<file path="config.mk">
export PLATFORM = sky130hd
export DESIGN_NAME = crack_arbiter
export DESIGN_NICKNAME = d
export VERILOG_FILES = /design/src/rtl/crack_pkg.sv /design/src/rtl/prio_enc.sv /design/src/rtl/crack_arbiter.sv
export SDC_FILE = /design/constraint.sdc
export NUM_CORES = 1
export LEC_CHECK = 0
export BUFFER_PORTS_ARGS = -buffer_cell sky130_fd_sc_hd__buf_4
export CORE_MARGIN = 1.5
export CORE_UTILIZATION = 40
export DETAILED_ROUTE_END_ITERATION = 10
export GPL_TIMING_DRIVEN = 1
export PLACE_DENSITY = 0.7
export RECOVER_POWER = 25
export SLEW_MARGIN = 40
export SYNTH_ARGS = -nofsm -noshare
export SYNTH_HDL_FRONTEND = slang
export SYNTH_HIERARCHICAL = 1
export SYNTH_SLANG_ARGS = --single-unit
export TNS_END_PERCENT = 100
</file>
<file path="constraint.sdc">
create_clock -name clk -period 1.75 [get_ports clk]
set_input_delay 0 -clock clk [delete_from_list [all_inputs] [get_ports clk]]
set_output_delay 0 -clock clk [all_outputs]
set_load 0.005 [all_outputs]
</file>
<file path="src/rtl/crack_pkg.sv">
// -----------------------------------------------------------------------------
// crack_pkg
//   Shared types and defaults for the RC4 crack-core collector.
//   - arb_state_t : arbiter FSM states
//   - KEY_W_DEF   : default secret-key width per cracking core
// -----------------------------------------------------------------------------
package crack_pkg;

  typedef enum logic [2:0] {
    IDLE   = 3'd0,
    LAUNCH = 3'd1,
    SEARCH = 3'd2,
    FOUND  = 3'd3,
    FAILED = 3'd4
  } arb_state_t;

  localparam int KEY_W_DEF = 24;

endpackage

</file>
<file path="src/rtl/prio_enc.sv">
// -----------------------------------------------------------------------------
// prio_enc
//   Lowest-index-first priority encoder.
//   Ports:
//     req   in  N      request vector
//     valid out 1      at least one request bit set
//     idx   out IDX_W  index of the lowest set request bit (0 when none)
// -----------------------------------------------------------------------------
module prio_enc
  import crack_pkg::*;
#(
  parameter int N     = 4,
  parameter int IDX_W = (N > 1) ? $clog2(N) : 1
) (
  input  logic [N-1:0]     req,
  output logic             valid,
  output logic [IDX_W-1:0] idx
);

  // Scan from the top down so the lowest set bit is the last one written.
  always_comb begin
    valid = 1'b0;
    idx   = '0;
    for (int i = N - 1; i >= 0; i--) begin
      if (req[i]) begin
        valid = 1'b1;
        idx   = IDX_W'(i);
      end else begin
        valid = valid;
        idx   = idx;
      end
    end
  end

endmodule

</file>
<file path="src/rtl/crack_arbiter.sv">
// -----------------------------------------------------------------------------
// crack_arbiter
//   Collector for NUM_CORES parallel RC4 cracking cores. Launches all cores
//   together, latches the first winning key, broadcasts a common stop and
//   reports result, winner index and search time. All outputs are registered.
//   Ports:
//     clk                in  1                 rising-edge clock
//     reset              in  1                 synchronous active-high reset
//     start              in  1                 pulse: begin / restart a search
//     core_success       in  NUM_CORES         per-core success level
//     core_total_failure in  NUM_CORES         per-core keyspace-exhausted level
//     core_key           in  NUM_CORES*KEY_W   core i key at [i*KEY_W +: KEY_W]
//     core_reset         out 1                 drives every core's reset_all
//     stop               out 1                 drives every core's stop
//     found              out 1                 search ended with a key
//     all_failed         out 1                 every core exhausted its keyspace
//     found_key          out KEY_W             latched winning key
//     winner_idx         out IDX_W             index of winning core
//     busy               out 1                 high in LAUNCH and SEARCH
//     cycles             out 32                cycles spent in SEARCH, saturating
// -----------------------------------------------------------------------------
module crack_arbiter
  import crack_pkg::*;
#(
  parameter int NUM_CORES  = 4,
  parameter int KEY_W      = KEY_W_DEF,
  parameter int LAUNCH_CYC = 4,
  localparam int IDX_W     = (NUM_CORES > 1) ? $clog2(NUM_CORES) : 1
) (
  input  logic                       clk,
  input  logic                       reset,
  input  logic                       start,
  input  logic [NUM_CORES-1:0]       core_success,
  input  logic [NUM_CORES-1:0]       core_total_failure,
  input  logic [NUM_CORES*KEY_W-1:0] core_key,
  output logic                       core_reset,
  output logic                       stop,
  output logic                       found,
  output logic                       all_failed,
  output logic [KEY_W-1:0]           found_key,
  output logic [IDX_W-1:0]           winner_idx,
  output logic                       busy,
  output logic [31:0]                cycles
);

  localparam int CNT_W = (LAUNCH_CYC > 1) ? $clog2(LAUNCH_CYC) : 1;

  arb_state_t           state_r, state_s;
  logic [CNT_W-1:0]     launch_cnt_r, launch_cnt_s;
  logic [31:0]          cycles_r, cycles_s;
  logic [NUM_CORES-1:0] fail_seen_r, fail_seen_s;
  logic [KEY_W-1:0]     found_key_r, found_key_s;
  logic [IDX_W-1:0]     winner_idx_r, winner_idx_s;
  logic                 found_r, found_s;
  logic                 all_failed_r, all_failed_s;
  logic                 core_reset_r, core_reset_s;
  logic                 stop_r, stop_s;
  logic                 busy_r, busy_s;

  logic                 win_valid_s;
  logic [IDX_W-1:0]     win_idx_s;
  logic [KEY_W-1:0]     win_key_s;
  logic                 fail_all_s;

  prio_enc #(
    .N     (NUM_CORES),
    .IDX_W (IDX_W)
  ) u_prio_enc (
    .req   (core_success),
    .valid (win_valid_s),
    .idx   (win_idx_s)
  );

  // Winning core's key and the "every core exhausted" condition for this cycle.
  always_comb begin
    win_key_s  = core_key[int'(win_idx_s) * KEY_W +: KEY_W];
    fail_all_s = &(fail_seen_r | core_total_failure);
  end

  // Next-state and next-output logic; start overrides every state.
  always_comb begin
    state_s      = state_r;
    launch_cnt_s = launch_cnt_r;
    cycles_s     = cycles_r;
    fail_seen_s  = fail_seen_r;
    found_key_s  = found_key_r;
    winner_idx_s = winner_idx_r;
    found_s      = found_r;
    all_failed_s = all_failed_r;
    core_reset_s = core_reset_r;
    stop_s       = stop_r;
    busy_s       = busy_r;

    if (start) begin
      // A start coinciding with a success is a restart; the success is dropped.
      state_s      = LAUNCH;
      launch_cnt_s = CNT_W'(LAUNCH_CYC - 1);
      cycles_s     = 32'd0;
      fail_seen_s  = '0;
      found_s      = 1'b0;
      all_failed_s = 1'b0;
      core_reset_s = 1'b1;
      stop_s       = 1'b0;
      busy_s       = 1'b1;
    end else begin
      case (state_r)
        IDLE: begin
          core_reset_s = 1'b1;
          stop_s       = 1'b1;
          busy_s       = 1'b0;
        end
        LAUNCH: begin
          // Core status is ignored here: it may be stale from a prior run.
          if (launch_cnt_r == '0) begin
            state_s      = SEARCH;
            core_reset_s = 1'b0;
          end else begin
            launch_cnt_s = launch_cnt_r - CNT_W'(1);
          end
        end
        SEARCH: begin
          if (cycles_r != 32'hFFFF_FFFF) begin
            cycles_s = cycles_r + 32'd1;
          end else begin
            cycles_s = cycles_r;
          end
          fail_seen_s = fail_seen_r | core_total_failure;
          // Success is checked first so it wins over a coincident last failure.
          if (win_valid_s) begin
            state_s      = FOUND;
            found_key_s  = win_key_s;
            winner_idx_s = win_idx_s;
            found_s      = 1'b1;
            stop_s       = 1'b1;
            busy_s       = 1'b0;
          end else if (fail_all_s) begin
            state_s      = FAILED;
            all_failed_s = 1'b1;
            stop_s       = 1'b1;
            busy_s       = 1'b0;
          end else begin
            state_s = SEARCH;
          end
        end
        FOUND: begin
          // Cores stay out of reset so their decrypted RAM can be inspected.
          core_reset_s = 1'b0;
          stop_s       = 1'b1;
          busy_s       = 1'b0;
        end
        FAILED: begin
          stop_s = 1'b1;
          busy_s = 1'b0;
        end
        default: begin
          state_s      = IDLE;
          core_reset_s = 1'b1;
          stop_s       = 1'b1;
          busy_s       = 1'b0;
        end
      endcase
    end
  end

  // State, counters and registered outputs; reset has priority over start.
  always_ff @(posedge clk) begin
    if (reset) begin
      state_r      <= IDLE;
      launch_cnt_r <= '0;
      cycles_r     <= 32'd0;
      fail_seen_r  <= '0;
      found_key_r  <= '0;
      winner_idx_r <= '0;
      found_r      <= 1'b0;
      all_failed_r <= 1'b0;
      core_reset_r <= 1'b1;
      stop_r       <= 1'b1;
      busy_r       <= 1'b0;
    end else begin
      state_r      <= state_s;
      launch_cnt_r <= launch_cnt_s;
      cycles_r     <= cycles_s;
      fail_seen_r  <= fail_seen_s;
      found_key_r  <= found_key_s;
      winner_idx_r <= winner_idx_s;
      found_r      <= found_s;
      all_failed_r <= all_failed_s;
      core_reset_r <= core_reset_s;
      stop_r       <= stop_s;
      busy_r       <= busy_s;
    end
  end

  assign core_reset = core_reset_r;
  assign stop       = stop_r;
  assign found      = found_r;
  assign all_failed = all_failed_r;
  assign found_key  = found_key_r;
  assign winner_idx = winner_idx_r;
  assign busy       = busy_r;
  assign cycles     = cycles_r;

endmodule

</file>
==> results, run 1 <==
- The synthesis warning total is 6.
- The final reports fail on negative setup slack.
- After synthesis, the share of cell area in mux cells is 14.8%.
- In this run the count of I/O pins placed on the die edge is 170.
- The XOR/XNOR share of the synthesized area is 3.77%.
- After detailed routing, the number of remaining DRC violations is 0.
- Global routing finished with a remaining overflow of 0.
- The largest net degree at the start of global routing is 35.
- The power share of the clock group is 35.7%.
- The tightest min-delay check is of the in -> reg type.
- Setup violations remaining at the end of the flow were counted as 20.
- Summing the areas of all and, or, nand and nor instances in the mapped netlist gives 22.7% of the synthesized area.
- The uppermost layer routed is met4.
- The depth of the most critical reg-to-reg path is 5.
- Setup repair after global routing could not meet its margin everywhere.
- The chip width is 99.4 µm.
- The final period demand of the worst path is 1870 ps.
- The routed wire length per instance is 16.3 µm.
- After detailed routing, the total wire length is 12.3 mm.
- Sequential cells were found to cover 38.8% of the synthesized design area.
- Dividing total power by cell area gives a power density of 557 mW/mm².
- The slack of the worst reg-to-reg path is -120 ps.
- In the finished design, the share of the clock period the worst path needs comes to 107%.
- The wire-length estimate of the detail-placed layout is 9.15 mm.
- The final critical-path setup slack is -119 ps.
- The mapped netlist covers 0.00371 mm².
- The number of clock buffers added by TritonCTS is 9.
- Internal power comes to 2.54 mW.
- At the pin with the least slew margin, the transition time is 633 ps.
- The net switching power of the design is 792 µW.
- At the later pin of the worst-skew pair, clock insertion delay measures 350 ps.
- The count of cells in the finished layout, fillers not included, comes to 758.
- The pre-antenna-repair detailed-routing pass consisted of 4 iterations.
- Data on the critical path is required at its endpoint by 2030 ps.
- Of the cells placed in the final design, the portion with a size suffix greater than 1 is 48.8%.
- Dividing the detail-routed via count by the number of cells gives 5.48.
- The layout overhead on the synthesized area is 60.8%.
- The worst-case IR drop observed on VDD is 0.000297 V.
- Across the run, the number of max-cap violations was 0.
- Input and output buffers added on the ports amount to 169.
- The cell area reported after detailed placement is 0.00560 mm².
- The max-slew headroom at the worst pin is 57.7%.
- The first global-routing pass estimated 18.9 mm of wire.
- The standby leakage power is 2.41 nW.
- The routed design uses 680 µm of met3 wire.
- The largest single stage delay on the critical path is 510 ps.
- The clock passes through at most 2 buffers.
- The routed length on met2 is 6.42 mm.
- In this run switching power makes up 23.8% of total power.
- Summing over every cut layer, the via total after detailed routing is 4,154.
- The filler cells instantiated in the layout total 724.
- After synthesis, the largest family of logic cells by area is simple AND/OR/NAND/NOR gates.
- The number of nets in the finished design is 755.
- The area of the placeable core is 0.00885 mm².
- The maximum frequency from static timing analysis is 535 MHz.
- The effective utilization at floorplan is 42.0%.
- The clock tree root buffer cell is clkbuf_8.
- STA classifies the critical path endpoint as a register.
- The count of placed standard cells including taps is 732.
- The slowest stage of the critical path is the or4_4 cell.
- The number of nets in the synthesized netlist is 527.
- The run finished, with violations left.
- The critical hold path startpoint is reset.
- The async set or reset register ratio after synthesis is 0%.
- The clock transition time at the flip-flop clock pins of the worst setup and hold paths is 80 ps.
- The mean cell area of the mapped netlist is 8.89 µm².
- The repair_antennas step left the layout with diodes totalling 0.
- The startpoint identified for the worst register-to-register timing path is cycles[1].
- For this run, the leading register cell type out of synthesis is dfxtp_1.
- Walking the worst path, the cells encountered are ha_4 -> nand4_1 -> or4_4 -> or4_4 -> a21oi_2.
- Counting every instance in the synthesized netlist gives 418.
- The critical setup path kind is reg -> reg.
- The share of total power in sequential cells is 49.9%.
- The synthesized netlist contains 48 unique library cells.
- Across the routed clock network, the largest skew measured is 9.36 ps.
- The finished cells cover 0.00597 mm².
- The number of antenna violations at the first check in global routing is 0.
- The congestion estimate from routability-driven global placement came to 0.878.
- The number of global-route vias before repair is 4,132.
- The met1 wire length is 4.69 mm.
- The number of sinks on the clock net is 72.
- In the global route stage, overall resource usage came out at 24.2%.
- In this run the remaining antenna-violating nets after routing total 0.
- The cell type with the highest occurrence count on the critical path is or4_4.
- The arrival time of the worst setup path is 2150 ps.
- The die is 99.4 µm tall.
- The worst hold path terminates at busy.
- TritonCTS built the clock tree.
- The worst reg2reg path endpoint is cycles[20].
- The number of pins exceeding their max-slew limit in the final report is 0.
- Counting flops with a built-in enable in the synthesized netlist gives 0.
- The initialized floorplan defines 34 standard-cell rows.
- The die area is 0.00987 mm².
- The arithmetic-cell share of the synthesized area counting full adders, half adders and majority gates is 0.674%.
- The hold violation count in the final report came to 0.
- The worst setup path is launched from a register.
- The share of total power dissipated in combinational logic is 14.4%.
- The compound-gate portion of the synthesized area is 15.1%.
- The number of design-rule violations left by the first detailed-router iteration is 141.
- The number of levels in the clock H-tree is 3.
- The synthesized flop and latch total is 72.
- The maximum fanout encountered on the critical timing path is 5.
- Counting instances, the worst hold path has a depth of 2.
[synthesized netlist by cell type (4+ instances only)]
cell,count,area (µm²)
or4_1,5,37.5
nor4_1,5,31.3
a21oi_1,49,245
a211oi_1,5,37.5
nand2_1,70,263
o21ai_0,11,55.1
o31ai_1,4,30.0
clkbuf_1,18,67.6
or3_1,13,81.3
inv_1,12,45.0
nor2_1,39,146
o211ai_1,4,30.0
nand4_1,8,50.1
nand3_1,12,60.1
dfxtp_1,72,1440
buf_2,4,20.0
xnor2_1,10,87.6
mux4_2,24,541
nor3_1,7,35.0
xor2_1,6,52.6
[state kept, by name, indices dropped and copies added, names as in the netlist]
signal,flops
winner_idx,2
fail_seen_r,4
found,1
found_key,24
core_reset,1
busy,1
all_failed,1
launch_cnt_r,2
cycles,32
state_r,3
stop,1
[layout by cell type, fill, tap and decap left out, types with 3 or more instances in the layout]
master | netlist | layout
o211ai_1 | 4 | 4
inv_1 | 12 | 12
a211oi_1 | 5 | 5
nand4_1 | 8 | 8
o21ai_0 | 11 | 9
nor2_1 | 39 | 39
a21oi_2 | 1 | 4
nand3_1 | 12 | 9
nor3_2 | 0 | 3
nor3_1 | 7 | 4
o22ai_1 | 3 | 3
buf_4 | 0 | 201
dlygate4sd3_1 | 0 | 5
nand2_1 | 70 | 70
or4_4 | 1 | 4
a21oi_1 | 49 | 45
xnor2_1 | 10 | 9
nand3_2 | 0 | 3
mux4_2 | 24 | 24
or4_1 | 5 | 3
dfxtp_1 | 72 | 50
o31ai_1 | 4 | 4
and3_1 | 3 | 3
nor4_1 | 5 | 3
xor2_1 | 6 | 6
clkbuf_4 | 0 | 15
clkbuf_1 | 18 | 14
dfxtp_2 | 0 | 20
clkbuf_8 | 0 | 11
or3_1 | 13 | 11
buf_6 | 1 | 3
[logic make-up (layout without fill, tap and decap cells)]
group / after synthesis / count (layout)
AND/OR/NAND/NOR: 175 / 176
AO/OA/AOI/OAI: 91 / 92
flip-flops: 72 / 72
buffers and inverters: 37 / 267
multiplexers: 25 / 25
XOR/XNOR: 16 / 16
adder cells (fa/ha/maj): 2 / 2
[final cells by class]
type	count	area (µm²)	share of cell area (%)
Multi-Input combinational cell	311	2350	39.3
Sequential cell	72	1470	24.7
Timing Repair Buffer	240	1800	30.1
Inverter	12	45.0	0.754
Clock inverter	3	17.5	0.293
Tap cell	108	135	2.26
Clock buffer	12	155	2.60
[power groups by stage]
stage,Sequential (mW),Clock (mW),Combinational [mW]
6_report,1.66,1.19,0.480
3_5_place_dp,1.70,0,0.472
4_1_cts,1.66,1.21,0.481
2_1_floorplan,1.70,0,0.220
3_3_place_gp,1.70,0,0.464
5_1_grt,1.66,1.26,0.516
[worst max-delay path: cells and delay by family, from the launching register on]
| family | cells | cell delay (ps) |
|---|---|---|
| and+or+nand+nor | 3 | 1170 |
| DFF | 1 | 360 |
| adders and majority gates | 1 | 130 |
| AOI/OAI and AO/OA | 1 | 140 |
[worst max path at each step]
stage	from	slack, ps	depth (start not counted)	to
6_report	cycles[1]	-120	5	cycles[20]
3_3_place_gp	cycles[0]	-40	5	cycles[20]
2_1_floorplan	cycles[0]	-110	6	cycles[20]
3_5_place_dp	cycles[12]	-110	7	cycles[29]
5_1_grt	cycles[1]	-180	7	cycles[15]
4_1_cts	cycles[16]	-90	7	cycles[15]
[metrics by stage]
stage                     util (%)  setup slack [ps]  hold slack, ps  power [mW]  setup TNS, ps
after floorplan                  -              -114             105        1.92           -560
final                         67.5              -119            26.9        3.33          -1500
after detailed placement      63.2              -111             245        2.17          -1010
after global placement        63.2             -37.5             234        2.16           -209
after global routing          67.5              -182            46.5        3.44          -2930
after CTS                     66.3             -94.6            24.3        3.35          -1290
[timing repair]
item                                    in CTS  in global routing
pin swaps                                   10                 20
gates resized for setup                      8                 27
hold buffers                                 5                  0
cloned                                       0                  3
setup buffers                                1                  3
endpoints found under the setup margin      19                 28
endpoints found under the hold margin        8                  0
[per-layer routing]
metal	GRT usage (%)	up-vias
li1	-	1984
met4	12.6	0
met3	4.78	42
met1	26.9	1952
met2	43.8	176
met5	0	-
(Power assumes the default switching activity.)
==> inputs of run 2 (changes only) <==
==> constraint.sdc (replaced) <==
create_clock -name clk -period 1.75 [get_ports clk]
set_input_delay 0 -clock clk [delete_from_list [all_inputs] [get_ports clk]]
set_output_delay 0 -clock clk [all_outputs]
set_load 0.02 [all_outputs]
==> run 2 against run 1 <==
Effect of this change: the flow still finishes with violations (negative setup slack); critical path type unchanged; via count decreased by 1.1%; first-iteration DRC count is 22% higher; cell count increased by 1.2%; routed wire length shrank 2.1%; critical path depth up 1; hold slack better by 19 ps; total power fell by 1.9%; die area stayed put; non-clock buffer count grew 9.
==> results, run 2 (synthesized netlist as in run 1, its figures left out) <==
- The post-route total power is 3.27 mW (-1.9%).
- Setup repair after global routing could not meet its margin everywhere.
- The number of design rule violations left after detail routing was 0 (unchanged).
- The actual slew at the worst max-slew pin came to 521 ps (-112 ps).
- The number of nets in the finished design is 763 (+1.1%).
- The share of post-route cells with drive strength above 1 is 47.8% (-0.97 points).
- The number of pins exceeding their max-slew limit in the final report is 0 (unchanged).
- The total routing resource utilization after global routing is 24.6% (+0.32 points).
- The number of design-rule violations left by the first detailed-router iteration was 172 (+22%).
- The maximum count of clock buffers along a single path came to 2 (unchanged).
- The hold violation count in the final report was 0 (unchanged).
- The fill cell instance count of the final layout is 699 (-3.5%).
- The final design utilization is 67.7% (+0.24 points).
- The standby leakage power came to 2.39 nW (-0.80%).
- The max-slew headroom at the worst pin is 65.3% (+7.6 points).
- CTS placed an instance of clkbuf_8 at the clock tree root.
- The number of levels in the clock H-tree is 3 (unchanged).
- The flow ran to the end, but the final reports show violations.
- The worst setup path is of the reg -> reg kind.
- The final period demand of the worst path is 1870 ps (-3.38 ps).
- The TritonCTS buffer count came to 9 (unchanged).
- The wire length of the first global-routing pass was 19.3 mm (+1.9%).
- The final instance area is 0.00599 mm² (+0.36%).
- The clock transition time at the flip-flop clock pins of the worst setup and hold paths is 80 ps (about the same).
- The chip width was 99.4 µm (unchanged).
- The area taken by multi-input logic gates came to 0.00233 mm² (-0.85%).
- The via-per-instance ratio is 5.36 (-2.2%).
- The arrival time of the worst setup path came to 2100 ps (-50 ps).
- The number of violations of the max-capacitance limit is 0 (unchanged).
- The final standard cell count with taps included and fillers excluded is 767 (+1.2%).
- The number of global-route vias before repair is 4,114 (-0.44%).
- The remaining global-route overflow is 0 (unchanged).
- The number of sinks on the clock net came to 72 (unchanged).
- The part of the power in combinational logic is 15.0% (+0.6 points).
- The worst setup slack before clock tree synthesis is -187 ps (-76.9 ps).
- The cell area reported after detailed placement was 0.00565 mm² (+0.92%).
- The estimated wirelength of the detail-placed design was 9.21 mm (+0.70%).
- The maximum frequency from static timing analysis is 536 MHz (+0.18%).
- The TritonCTS clock tree is yes.
- The area of the placeable core came to 0.00885 mm² (unchanged).
- The last weighted congestion value of the routability-driven placer came to 0.882 (+0.46%).
- Leaving out fill and tap cells, the most frequent cell in the layout is buf_4.
- The final setup TNS is -1560 ps (-59.5 ps).
- The area growth from synthesis to layout is 61.3%.
- The share of total power in sequential cells is 50.5% (+0.6 points).
- The die area is 0.00987 mm² (unchanged).
- The internal power summed over all cells was 2.44 mW (-3.7%).
- The antenna cell count was 0 (unchanged).
- The checks that failed: negative setup slack.
- The proportion of total power due to net switching was 25.2% (+1.4 points).
- The kind of path behind the tightest hold check is in -> reg.
- The clock skew is 9.51 ps (+0.149 ps).
- The sequential cell area in the final layout came to 0.00150 mm² (+1.5%).
- The tightest hold margin was 45.4 ps (+18.5 ps).
- The maximum fanout encountered on the critical timing path is 6 (+1).
- The number of top-level pins was 170 (unchanged).
- The flip-flop count of the largest register, all copies and words added was 32 (unchanged).
- The net switching power of the design was 824 µW (+4.0%).
- The number of antenna violations at the first check in global routing is 0 (unchanged).
- The remaining antenna violation count after routing is 0 (unchanged).
- The top cell types in the final layout, fill and taps aside, are buf_4 (211), nand2_1 (70), a21oi_1 (47), dfxtp_1 (46), nor2_1 (39).
- The standard-cell row count is 34 (unchanged).
- The power density relative to cell area came to 545 mW/mm² (-2.2%).
- The maximum resistive drop on vdd came to 0.000258 V (-13%).
- The number of iterations in the first detailed-routing pass is 4 (unchanged).
- The number of port buffers is 169 (unchanged).
- The critical path data required time is 1990 ps (-40 ps).
- The count of placed standard cells including taps was 739 (+0.96%).
- The later-pin clock latency in the skew report is 350 ps (about the same).
- The final critical-path setup slack is -116 ps (+3.38 ps).
- The element type at the critical path end is a register.
- The fraction of the cycle the final worst path needs is 107% (-0.19 points).
- The number of failing setup endpoints in the final timing report is 24 (+20%).
- The total wirelength of the detailed-routed design is 12.1 mm (-2.1%).
- The worst setup path is launched from a register.
- The effective utilization at floorplan is 42.0% (unchanged).
- The power share of the clock group is 34.5% (-1.2 points).
- The overall die height is 99.4 µm (unchanged).
- The largest net degree at the start of global routing came to 35 (unchanged).
- The number of vias in the routed layout is 4,110 (-1.1%).
- The routed wire length per instance was 15.7 µm (-3.3%).
[run 2: cell types whose count changed in the layout (fill, tap and decap cells not counted), sizes merged]
cell,before,now
buf,207,218
clkinvlp,1,2
or4,7,6
clkinv,2,5
clkbuf,40,35
[run 2: critical path: stages (launching register included)]
cell	delay [ps]
dfxtp_2	330
nand4_1	160
or4_4	670
buf_6	170
o211ai_1	210
xor2_1	170
nor2_1	50
[run 2: timing repair]
| action | 4_1_cts | 5_1_grt |
|---|---|---|
| endpoints found under the setup margin | 30 | 31 |
| gates resized for setup | 22 | 12 |
| pin swaps | 10 | 19 |
| hold buffers | 5 | 0 |
| hold endpoints to repair | 8 | 0 |
| setup buffers | 5 | 3 |
| cloned | 1 | 0 |
[run 2: layer usage]
metal  wire [µm]  up-vias  track usage, %
met2        6470      156            46.0
met5           0        -               0
met1        4600     1933            27.6
met4         309        0            9.43
li1            -     1998               -
met3         673       23            4.29
[run 2: final timing paths]
check,startpoint,end,slack [ps],cells past startpoint
worst max-delay path,cycles[31],cycles[5],-120,6
worst min register to register,found_key[21],found_key[21],450,2
worst min-delay path,reset,busy,50,2
worst max register to register,cycles[31],cycles[5],-120,6
[run 2: power groups by stage]
stage          logic (mW)  registers (mW)  clock network (mW)
2_1_floorplan       0.220            1.70                   0
3_3_place_gp        0.474            1.69                   0
3_5_place_dp        0.485            1.69                   0
4_1_cts             0.497            1.65                1.15
5_1_grt             0.527            1.65                1.20
6_report            0.489            1.65                1.13
[run 2: final cells by class]
type | count | area share, %
clock buffers | 9 | 2.07
clock inverters | 7 | 0.647
inverters | 12 | 0.752
multi-input cells | 310 | 38.8
flip-flops and latches | 72 | 25.0
well taps | 108 | 2.25
repair buffers | 249 | 30.5
==> inputs of run 3 (changes only) <==
--- a/config.mk
+++ b/config.mk
@@ -6,15 +6,15 @@
 export NUM_CORES = 1
 export LEC_CHECK = 0
 export BUFFER_PORTS_ARGS = -buffer_cell sky130_fd_sc_hd__buf_4
+export CORE_ASPECT_RATIO = 0.6
 export CORE_MARGIN = 1.5
 export CORE_UTILIZATION = 40
 export DETAILED_ROUTE_END_ITERATION = 10
 export GPL_TIMING_DRIVEN = 1
-export PLACE_DENSITY = 0.7
+export PLACE_DENSITY = 0.8
 export RECOVER_POWER = 25
 export SLEW_MARGIN = 40
 export SYNTH_ARGS = -nofsm -noshare
 export SYNTH_HDL_FRONTEND = slang
-export SYNTH_HIERARCHICAL = 1
 export SYNTH_SLANG_ARGS = --single-unit
 export TNS_END_PERCENT = 100
==> run 3 against run 2 <==
Effect of this change: the flow still finishes with violations (negative setup slack); maximum frequency shrank 8.1%; setup slack lost 170 ps; total power grew 24%; cell count grew 12%; global-route usage grew 5.5 points; synthesized area grew 0.74%; hold slack gained 8.4 ps; critical path depth grew 2; via count grew 25%; highest routed layer unchanged.
==> results, run 3 <==
- The flow ran to the end, but the final reports show violations.
- The checks that failed: negative setup slack.
- The critical path data required time is 2020 ps (+30 ps).
- The library cell used most frequently in the layout, excluding fill and tap cells, is buf_4.
- The total wirelength of the detailed-routed design is 17.5 mm (+45%).
- The synthesis warning total is 0 (-6).
- The area of the placeable core is 0.00912 mm² (+3.1%).
- The wire length of the first global-routing pass is 23.5 mm (+22%).
- The antenna cell count was 0 (unchanged).
- The via-per-instance ratio is 6.00 (+12%).
- The clock transition time at the flip-flop clock pins of the worst setup and hold paths came to 60 ps (-20 ps).
- The hold violation count in the final report came to 0 (unchanged).
- The chip width is 128 µm (+29%).
- The area share of the largest cell type after synthesis came to 38.5% (-0.29 points).
- Sorting the synthesized cells by how often they occur yields a21oi_1 (74), dfxtp_1 (72), nand2_1 (44).
- The number of enable flip-flop cells after synthesis is 0 (unchanged).
- The remaining global-route overflow is 0 (unchanged).
- The worst setup slack before clock tree synthesis is -241 ps (-54.1 ps).
- The post-route total power is 4.05 mW (+24%).
- The later-pin clock latency in the skew report is 340 ps (about the same).
- The top flip-flop cell by instance count after synthesis is dfxtp_1.
- The number of antenna violations at the first check in global routing was 0 (unchanged).
- The clock skew is 7.62 ps (-1.89 ps).
- The overall die height is 77.9 µm (-22%).
- The final critical-path setup slack is -281 ps (-165 ps).
- Ranked by total cell area, the synthesized netlist is headed by dfxtp_1 (39%), a21oi_1 (9.9%), mux2_2 (7.2%).
- The maximum count of clock buffers along a single path is 2 (unchanged).
- The number of pins exceeding their max-slew limit in the final report is 0 (unchanged).
- The fraction of the cycle the final worst path needs was 116% (+9.4 points).
- The number of library cell types mapped by synthesis is 42 (-13%).
- The number of iterations in the first detailed-routing pass was 5 (+1).
- The number of top-level pins is 170 (unchanged).
- The fill cell instance count of the final layout came to 599 (-14%).
- CTS placed an instance of clkbuf_16 at the clock tree root.
- The number of failing setup endpoints in the final timing report is 57 (+140%).
- The standard-cell row count was 27 (-21%).
- The share of post-route cells with drive strength above 1 is 55.1% (+7.3 points).
- The type of origin of the critical path is a register.
- Setup repair after global routing could not meet its margin everywhere.
- The actual slew at the worst max-slew pin came to 476 ps (-45.0 ps).
- The synthesized flop and latch total is 72 (unchanged).
- The standby leakage power came to 2.77 nW (+16%).
- The maximum resistive drop on vdd was 0.000467 V (+81%).
- The element type at the critical path end is a register.
- The routed wire length per instance came to 20.4 µm (+30%).
- The layout overhead on the synthesized area is 81.7%.
- The power density relative to cell area came to 595 mW/mm² (+9.3%).
- The estimated wirelength of the detail-placed design is 10.4 mm (+13%).
- The remaining antenna violation count after routing is 0 (unchanged).
- The number of design rule violations left after detail routing is 0 (unchanged).
- The die area is 0.00996 mm² (+0.91%).
- The path class of the tightest hold or removal check is in -> reg.
- The async set or reset register ratio after synthesis was 0% (unchanged).
- The number of instances in the synthesized netlist is 473 (+13%).
- The arrival time of the worst setup path was 2300 ps (+200 ps).
- The number of violations of the max-capacitance limit is 0 (unchanged).
- The number of levels in the clock H-tree is 3 (unchanged).
- The most frequent cell after synthesis is a21oi_1.
- The effective utilization at floorplan is 41.0% (-0.95 points).
- The number of nets in the finished design came to 845 (+11%).
- The maximum frequency from static timing analysis is 492 MHz (-8.1%).
- The largest net degree at the start of global routing was 33 (-5.7%).
- The total routing resource utilization after global routing is 30.0% (+5.5 points).
- The TritonCTS clock tree is yes.
- The TritonCTS buffer count came to 9 (unchanged).
- The number of port buffers is 169 (unchanged).
- The flip-flop count of the largest register, all copies and words added came to 32 (unchanged).
- The number of sinks on the clock net was 72 (unchanged).
- The number of design-rule violations left by the first detailed-router iteration is 468 (+170%).
- The maximum fanout encountered on the critical timing path came to 5 (-1).
- The library cell with the largest summed area after synthesis is dfxtp_1.
- The max-slew headroom at the worst pin is 68.2% (+3.0 points).
- The combined area of all synthesized cells is 0.00374 mm² (+0.74%).
- The number of vias in the routed layout came to 5,145 (+25%).
- The final period demand of the worst path was 2030 ps (+165 ps).
- The mean cell area of the mapped netlist came to 7.91 µm² (-11%).
- The critical setup path kind is reg -> reg.
- The proportion of synthesized chip area in sequential cells is 38.5% (-0.29 points).
- The number of global-route vias before repair was 4,682 (+14%).
- The top cell types in the final layout, fill and taps aside, are buf_4 (229), dfxtp_1 (47), nor2_1 (40), a21oi_1 (40), a21oi_2 (33).
- The slack of the worst reg-to-reg path is -280 ps (-170 ps).
- The net count of the mapped netlist is 582 (+10%).
- The last weighted congestion value of the routability-driven placer is 0.985 (+12%).
[run 3: changes by cell type after synthesis, sizes merged, moves of 9 or more]
| cell | change |
|---|---|
| a21oi | +24 |
| clkbuf | +9 |
| mux2 | +24 |
| mux4 | -24 |
| nand2 | -26 |
| o21ai | +20 |
| o22ai | +24 |
[run 3: logic make-up (layout without fill, tap and decap cells)]
family	after synthesis	in the layout	share of synthesized area, %
simple gates	153	153	20.4
compound gates	166	166	25.4
xor+xnor	16	16	3.74
flops	72	72	38.5
buf+inv	40	308	4.05
mux	24	24	7.22
fa+ha+maj	2	2	0.669
[run 3: power breakdown]
part | internal, mW | switching, mW | leakage [nW]
clock | 1.08 | 0.732 | 0.148
combinational | 0.303 | 0.272 | 2.03
sequential | 1.65 | 0.0121 | 0.596
total | 3.03 | 1.02 | 2.77
[run 3: what timing repair did]
action	in CTS	in global routing
hold buffers	5	0
resized for setup	45	104
buffers inserted	10	24
hold endpoints to repair	8	0
setup endpoints to repair	50	58
pin swaps	28	56
gates cloned	3	3
[run 3: area by class of cell]
class	count	area, µm²	area share, %
clock buffers	12	268	3.94
clock inverters	4	25.0	0.368
inverters	10	37.5	0.552
multi-input cells	361	2580	37.9
flip-flops and latches	72	1490	21.9
well taps	116	145	2.13
repair buffers	282	2260	33.2
[run 3: through the flow]
stage | utilization (%) | instances | setup TNS (ps) | instance area, µm² | hold WS [ps]
6_report | 74.5 | 857 | -6310 | 6800 | 53.8
3_3_place_gp | 62.2 | 800 | -1540 | 5680 | 241
2_1_floorplan | - | 473 | -5670 | 3840 | 107
4_1_cts | 69.6 | 833 | -1170 | 6350 | 59.5
5_1_grt | 74.5 | 857 | -9400 | 6800 | 50.8
3_5_place_dp | 62.2 | 800 | -3490 | 5680 | 258
[run 3: final timing paths]
kind / start / endpoint / cells past startpoint
min: core_key[11] / found_key[11] / 4
max: cycles[13] / cycles[20] / 8
min reg2reg: found_key[11] / found_key[11] / 2
max reg2reg: cycles[13] / cycles[20] / 8
[run 3: critical path: stages, from the launching register on]
cell,delay [ps]
dfxtp_2,340
buf_4,150
nand4_1,160
buf_6,180
buf_6,110
nor3_4,260
o311ai_4,180
or4_1,490
nand2_1,80
[run 3: metal layers]
layer / vias to the layer above / wire length, µm / GRT usage [%]
li1: 2279 / - / -
met5: - / 0 / 0
met1: 2465 / 7030 / 39.2
met3: 74 / 1540 / 6.76
met4: 0 / 569 / 8.88
met2: 327 / 8340 / 49.7
